## src/rtl/vga_pkg.sv

```systemverilog
`default_nettype none
// ---------------------------------------------------------------------------
// vga_pkg : shared VGA frame constants, fill FSM states, pixel word packing
// Rev 1.0
// ---------------------------------------------------------------------------
package vga_pkg;

  localparam int VGA_W = 160;
  localparam int VGA_H = 120;
  localparam logic [3:0] PIXEL_ADDR = 4'd0;

  typedef enum logic [1:0] {
    ST_IDLE  = 2'd0,
    ST_WRITE = 2'd1,
    ST_DONE  = 2'd2
  } fill_state_t;

  // Same field layout that vga_avalon decodes: {y, x, 8'h00, colour}
  function automatic logic [31:0] pack_pixel(input logic [7:0] x,
                                             input logic [7:0] y,
                                             input logic [7:0] colour);
    return {y, x, 8'h00, colour};
  endfunction

endpackage
`default_nettype wire

```

## src/rtl/rect_fill_master_if.sv

```systemverilog
`default_nettype none
// ---------------------------------------------------------------------------
// rect_fill_master_if : Avalon-MM write port between a pixel master and slave
// Rev 1.0
// ---------------------------------------------------------------------------
interface rect_fill_master_if;
  logic [3:0]  master_address;
  logic        master_write;
  logic [31:0] master_writedata;
  logic        master_waitrequest;

  modport master (
    output master_address,
    output master_write,
    output master_writedata,
    input  master_waitrequest
  );

  modport slave (
    input  master_address,
    input  master_write,
    input  master_writedata,
    output master_waitrequest
  );
endinterface
`default_nettype wire

```

## src/rtl/rect_fill_master_raster_counter.sv

```systemverilog
`default_nettype none
// ---------------------------------------------------------------------------
// raster_counter : row-major x/y scan over an inclusive [x0..x1]x[y0..y1] box
// Rev 1.0
// ---------------------------------------------------------------------------
module raster_counter (
  input  logic       clk,
  input  logic       rst,
  input  logic       load,
  input  logic [7:0] x0,
  input  logic [7:0] y0,
  input  logic [7:0] x1,
  input  logic [7:0] y1,
  input  logic       advance,
  output logic [7:0] x,
  output logic [7:0] y,
  output logic       last
);
  logic [7:0] x_q, x_d, y_q, y_d;
  logic [7:0] x0_q, x0_d, x1_q, x1_d, y1_q, y1_d;

  always_comb begin
    x_d  = x_q;
    y_d  = y_q;
    x0_d = x0_q;
    x1_d = x1_q;
    y1_d = y1_q;
    if (load) begin
      x_d  = x0;
      y_d  = y0;
      x0_d = x0;
      x1_d = x1;
      y1_d = y1;
    end else if (advance) begin
      if (x_q < x1_q) begin
        x_d = x_q + 8'd1;
      end else if (y_q < y1_q) begin
        x_d = x0_q;
        y_d = y_q + 8'd1;
      end
    end
  end

  always_ff @(posedge clk) begin
    if (rst) begin
      x_q  <= 8'd0;
      y_q  <= 8'd0;
      x0_q <= 8'd0;
      x1_q <= 8'd0;
      y1_q <= 8'd0;
    end else begin
      x_q  <= x_d;
      y_q  <= y_d;
      x0_q <= x0_d;
      x1_q <= x1_d;
      y1_q <= y1_d;
    end
  end

  assign x    = x_q;
  assign y    = y_q;
  assign last = (x_q == x1_q) && (y_q == y1_q);
endmodule
`default_nettype wire

```

## src/rtl/rect_fill_master.sv

```systemverilog
`default_nettype none
// ---------------------------------------------------------------------------
// rect_fill_master : Avalon-MM master painting a clamped filled rectangle
// Rev 1.0
// ---------------------------------------------------------------------------
module rect_fill_master
  import vga_pkg::*;
#(
  parameter int VGA_W = vga_pkg::VGA_W,
  parameter int VGA_H = vga_pkg::VGA_H
) (
  input  logic                  clk,
  input  logic                  rst,
  input  logic                  start,
  input  logic [7:0]            x0,
  input  logic [7:0]            y0,
  input  logic [7:0]            x1,
  input  logic [7:0]            y1,
  input  logic [7:0]            colour,
  output logic                  done,
  output logic                  busy,
  rect_fill_master_if.master    av
);
  localparam logic [7:0] X_MAX = 8'(VGA_W - 1);
  localparam logic [7:0] Y_MAX = 8'(VGA_H - 1);

  fill_state_t state_q, state_d;
  logic [7:0]  colour_q, colour_d;
  logic [7:0]  x1c, y1c, cur_x, cur_y;
  logic        load, empty, accept, last, advance;

  assign x1c     = (x1 > X_MAX) ? X_MAX : x1;
  assign y1c     = (y1 > Y_MAX) ? Y_MAX : y1;
  assign empty   = (x0 > x1c) || (y0 > y1c);
  assign load    = (state_q == ST_IDLE) && start;
  assign accept  = (state_q == ST_WRITE) && !av.master_waitrequest;
  assign advance = accept && !last;

  raster_counter u_raster (
    .clk     (clk),
    .rst     (rst),
    .load    (load),
    .x0      (x0),
    .y0      (y0),
    .x1      (x1c),
    .y1      (y1c),
    .advance (advance),
    .x       (cur_x),
    .y       (cur_y),
    .last    (last)
  );

  always_ff @(posedge clk) begin
    if (rst) begin
      state_q  <= ST_IDLE;
      colour_q <= 8'd0;
    end else begin
      state_q  <= state_d;
      colour_q <= colour_d;
    end
  end

  always_comb begin
    state_d  = state_q;
    colour_d = colour_q;
    case (state_q)
      ST_IDLE: begin
        if (start) begin
          colour_d = colour;
          state_d  = empty ? ST_DONE : ST_WRITE;
        end
      end
      ST_WRITE: begin
        if (accept && last) state_d = ST_DONE;
      end
      ST_DONE: begin
        // Level-sensitive start: must drop before another fill can begin
        if (!start) state_d = ST_IDLE;
      end
      default: state_d = ST_IDLE;
    endcase
  end

  always_comb begin
    busy                = (state_q == ST_WRITE);
    done                = (state_q == ST_DONE);
    av.master_address   = PIXEL_ADDR;
    av.master_write     = (state_q == ST_WRITE);
    av.master_writedata = (state_q == ST_WRITE) ? pack_pixel(cur_x, cur_y, colour_q)
                                                : 32'd0;
  end
endmodule
`default_nettype wire

```

## src/flat_wrapper.sv

```systemverilog
// flat-port wrapper written by rule: the top's interface ports become plain ports
module rect_fill_master_flat import vga_pkg::*;
#(
  parameter int VGA_W = vga_pkg::VGA_W,
  parameter int VGA_H = vga_pkg::VGA_H
)
  (clk, rst, start, x0, y0, x1, y1, colour, done, busy, av_master_address, av_master_write, av_master_writedata, av_master_waitrequest);
  rect_fill_master_if av_i ();
  input  logic clk;
  input  logic rst;
  input  logic start;
  input  logic [7:0] x0;
  input  logic [7:0] y0;
  input  logic [7:0] x1;
  input  logic [7:0] y1;
  input  logic [7:0] colour;
  output logic done;
  output logic busy;
  output wire logic [$bits(av_i.master_address)-1:0] av_master_address;
  output wire logic [$bits(av_i.master_write)-1:0] av_master_write;
  output wire logic [$bits(av_i.master_writedata)-1:0] av_master_writedata;
  input wire logic [$bits(av_i.master_waitrequest)-1:0] av_master_waitrequest;
  assign av_master_address = av_i.master_address;
  assign av_master_write = av_i.master_write;
  assign av_master_writedata = av_i.master_writedata;
  assign av_i.master_waitrequest = av_master_waitrequest;
  rect_fill_master #(.VGA_W(VGA_W), .VGA_H(VGA_H)) u_core (.clk(clk), .rst(rst), .start(start), .x0(x0), .y0(y0), .x1(x1), .y1(y1), .colour(colour), .done(done), .busy(busy), .av(av_i));
endmodule
```

## config.mk

```make
export PLATFORM = sky130hd
export DESIGN_NAME = rect_fill_master_flat
export DESIGN_NICKNAME = d
export VERILOG_FILES = /design/src/rtl/vga_pkg.sv /design/src/rtl/rect_fill_master_if.sv /design/src/rtl/rect_fill_master_raster_counter.sv /design/src/rtl/rect_fill_master.sv /design/src/flat_wrapper.sv
export SDC_FILE = /design/constraint.sdc
export NUM_CORES = 1
export LEC_CHECK = 0
export BUFFER_PORTS_ARGS = -buffer_cell sky130_fd_sc_hd__clkbuf_2
export CORE_MARGIN = 1
export CORE_UTILIZATION = 40
export CTS_CLUSTER_DIAMETER = 80
export DETAILED_ROUTE_END_ITERATION = 12
export PLACE_DENSITY = 0.63
export SYNTH_ARGS = -nofsm -noshare
export SYNTH_HDL_FRONTEND = slang
export SYNTH_SLANG_ARGS = --single-unit
export TNS_END_PERCENT = 30
```

## constraint.sdc

```tcl
create_clock -name clk -period 2.6 [get_ports clk]
set_input_delay 0.39 -clock clk [delete_from_list [all_inputs] [get_ports clk]]
set_output_delay 0.39 -clock clk [all_outputs]
set_load 0.05 [all_outputs]
```

==> run metrics <==
Worst Setup Start Kind=register; internal power=0.00132 W; Lkg Pwr=1.66 nW; Top FF cell, synth=dfxtp_1; Die Ht=92.8 um; commonest non-fill, non-tap cell in the layout=clkbuf_2; Final nets=560; CP Class=register to output port; post-layout util=0.483; crit end category=output port; Post-DP HPWL=6580 um; top-area cell type share of the netlist area=0.304; RSZ-0062 raised after global routing=no; Die X=92.8 um; largest net degree at the start of global routing=37; CTS tree=done; clk sinks=50; pwr/cell area=574 nW/um^2; post-CTS setup buffer count=0; cell accounting for the most synthesized area=dfxtp_1; Vias=3,051; CP max-delay cell=inv_1; crit-path max cell delay=0.53 ns; Area growth, synth to finish=14.9%; drt wl/cell=14.5 um; initial drt markers=168; CTS Buf Count=5; DR vias/cell=5.22; CP Max Fanout=19; Starting Density=0.420; Post-synth ARST share=0; via count of the first global-routing pass=2,902; Logic pwr share=0.367; first-pass GRT wire length=14,000 um; clock skew=0.0164 ns; Post-Layout Inst Area=3790 um^2; Final WS setup=0.182 ns; Inserted Diodes=0; Critical Path RT=2.21 ns; ranking of synthesized cells by area=dfxtp_1, ha_1, nor2_1; crit path DAT=2.03 ns; CTS max path bufs=2; most frequent cells in the layout=clkbuf_2, dfxtp_1, nor2_1; crit path time final=2.42 ns; GP Congestion=0.827; Area after DPL=3690 um^2; Core ar.=7850 um^2; CP cell instances=nand2b_1 > inv_1 > and2_1 > clkbuf_2; Hold Crit Class=primary input to register; Switching Fraction=0.394; clk root buf=clkbuf_8; outcome=finished, final reports clean; Mapped Cells=419; Setup TNS Final=0 ns; Mapped Avg Cell Area=7.87 um^2; Setup-failing EPs final=0; Seq/Total Area, Yosys=0.304; DIE AREA=8610 um^2; DRC errors left=0; Max Clk Rate=0.414 GHz; Final Slew Violations=0; Yosys Warn Count=0; Tot GR Track Use=0.205; Post-Syn Area=3300 um^2; DRT Wirelength=8460 um; final period utilization=0.930; htree depth=2; clock network power share=0.214; Tot Pwr=0.00218 W; maximum VDD drop=277 uV; share of layout cells above drive strength 1=0.215; Post-DRT Antenna Nets=0; Yosys reg bits=50; EDFF count, synth=0; DP Worst Slack=0.191 ns; initial antenna violation count=0; Rows=32; clk_lat worst skew=0.31 ns; clock-pin slew on the worst setup and hold paths=0.09 ns; Hold-fix buffers, CTS=0; Sw Pwr=0.000856 W; Port-buffer cells=70; synth unique cells=52; Worst-Margin Slew=0.555 ns; Slew HR=0.630; Overflow after GRT=0; Final Hold Fails=0; Top Ports=83; drt pass-1 iters=4; Max-Cap Viols=0; sequential share of power=0.419; PostCTS Resize Cnt=0
==> power by group through the flow <==
| stage | Combinational (W) | Sequential [W] | Clock, W |
|---|---|---|---|
| final | 0.000797 | 0.000911 | 0.000466 |
| after global routing | 0.000889 | 0.000922 | 0.000506 |
| after CTS | 0.000795 | 0.000911 | 0.000475 |
| after detailed placement | 0.000792 | 0.000929 | 0 |
| after global placement | 0.000778 | 0.000925 | 0 |
| after floorplan | 0.000615 | 0.000910 | 0 |
==> synthesized netlist by cell type, types with 2 or more instances <==
| cell | number |
|---|---|
| a2111oi_0 | 6 |
| a211oi_1 | 21 |
| a21o_1 | 4 |
| a21oi_1 | 30 |
| and2_1 | 18 |
| and3_1 | 3 |
| buf_1 | 5 |
| buf_2 | 4 |
| buf_4 | 13 |
| clkbuf_1 | 11 |
| conb_1 | 2 |
| dfxtp_1 | 50 |
| ha_1 | 34 |
| inv_1 | 26 |
| mux2i_1 | 2 |
| nand2_1 | 44 |
| nand2b_1 | 4 |
| nand3_1 | 14 |
| nand4_1 | 8 |
| nor2_1 | 49 |
| nor2b_1 | 5 |
| nor3_1 | 7 |
| nor3_2 | 6 |
| nor4_1 | 4 |
| o21ai_0 | 7 |
| o31ai_1 | 3 |
| or2_2 | 3 |
| xnor2_1 | 12 |
==> critical path: cells and delay by family (launching register included) <==
family	cells	cell delay, ns
flops	1	0.32
simple gates	2	0.59
buf+inv	2	0.81
==> logic make-up after synthesis <==
group                      count (synthesis)  share of synthesized area
and+or+nand+nor                          171                      0.257
AOI/OAI and AO/OA                         86                      0.180
buffers and inverters                     61                     0.0881
DFF                                       50                      0.304
adders and majority gates                 34                      0.129
xor gates and xnor gates                  13                     0.0345
other                                      2                    0.00228
muxes                                      2                    0.00607
==> worst paths after layout <==
check / startpoint / to / slack (ns) / cells past startpoint
worst max-delay path: u_core.state_q[1] / av_master_writedata[17] / 0.18 / 4
worst min-delay path: colour[0] / u_core.colour_q[0] / 0.29 / 3
worst max register to register: u_core.u_raster.y[1] / u_core.u_raster.x[4] / 0.22 / 9
worst min register to register: u_core.colour_q[3] / u_core.colour_q[3] / 0.45 / 2
==> final cells by class <==
| class | instances | area (um^2) |
|---|---|---|
| fill | 828 | 4060 |
| multi-input combinational | 319 | 2050 |
| sequential | 50 | 1000 |
| timing repair buffer | 79 | 418 |
| tap | 102 | 128 |
| inverter | 27 | 101 |
| clock buffer | 5 | 68.8 |
| clock inverter | 3 | 21.3 |
==> flip-flops by register name, indices dropped and copies added (netlist names) <==
name,cells
u_core.colour_q,8
u_core.state_q,2
u_core.u_raster.x,8
u_core.u_raster.y,8
u_core.u_raster.y1_q,8
u_core.u_raster.x1_q,8
u_core.u_raster.x0_q,8
==> per-layer routing <==
| metal | wire (um) | track usage |
|---|---|---|
| met5 | 0 | 0 |
| met1 | 4070 | 0.287 |
| met3 | 449 | 0.0304 |
| met4 | 132 | 0.0564 |
| met2 | 3810 | 0.324 |
==> through the flow <==
step	hold WS, ns	std cells
5_1_grt	0.290	585
6_report	0.294	585
4_1_cts	0.292	585
3_3_place_gp	0.438	577
3_5_place_dp	0.445	577
2_1_floorplan	0.430	430
No activity file was read; power rests on OpenSTA's default activity.
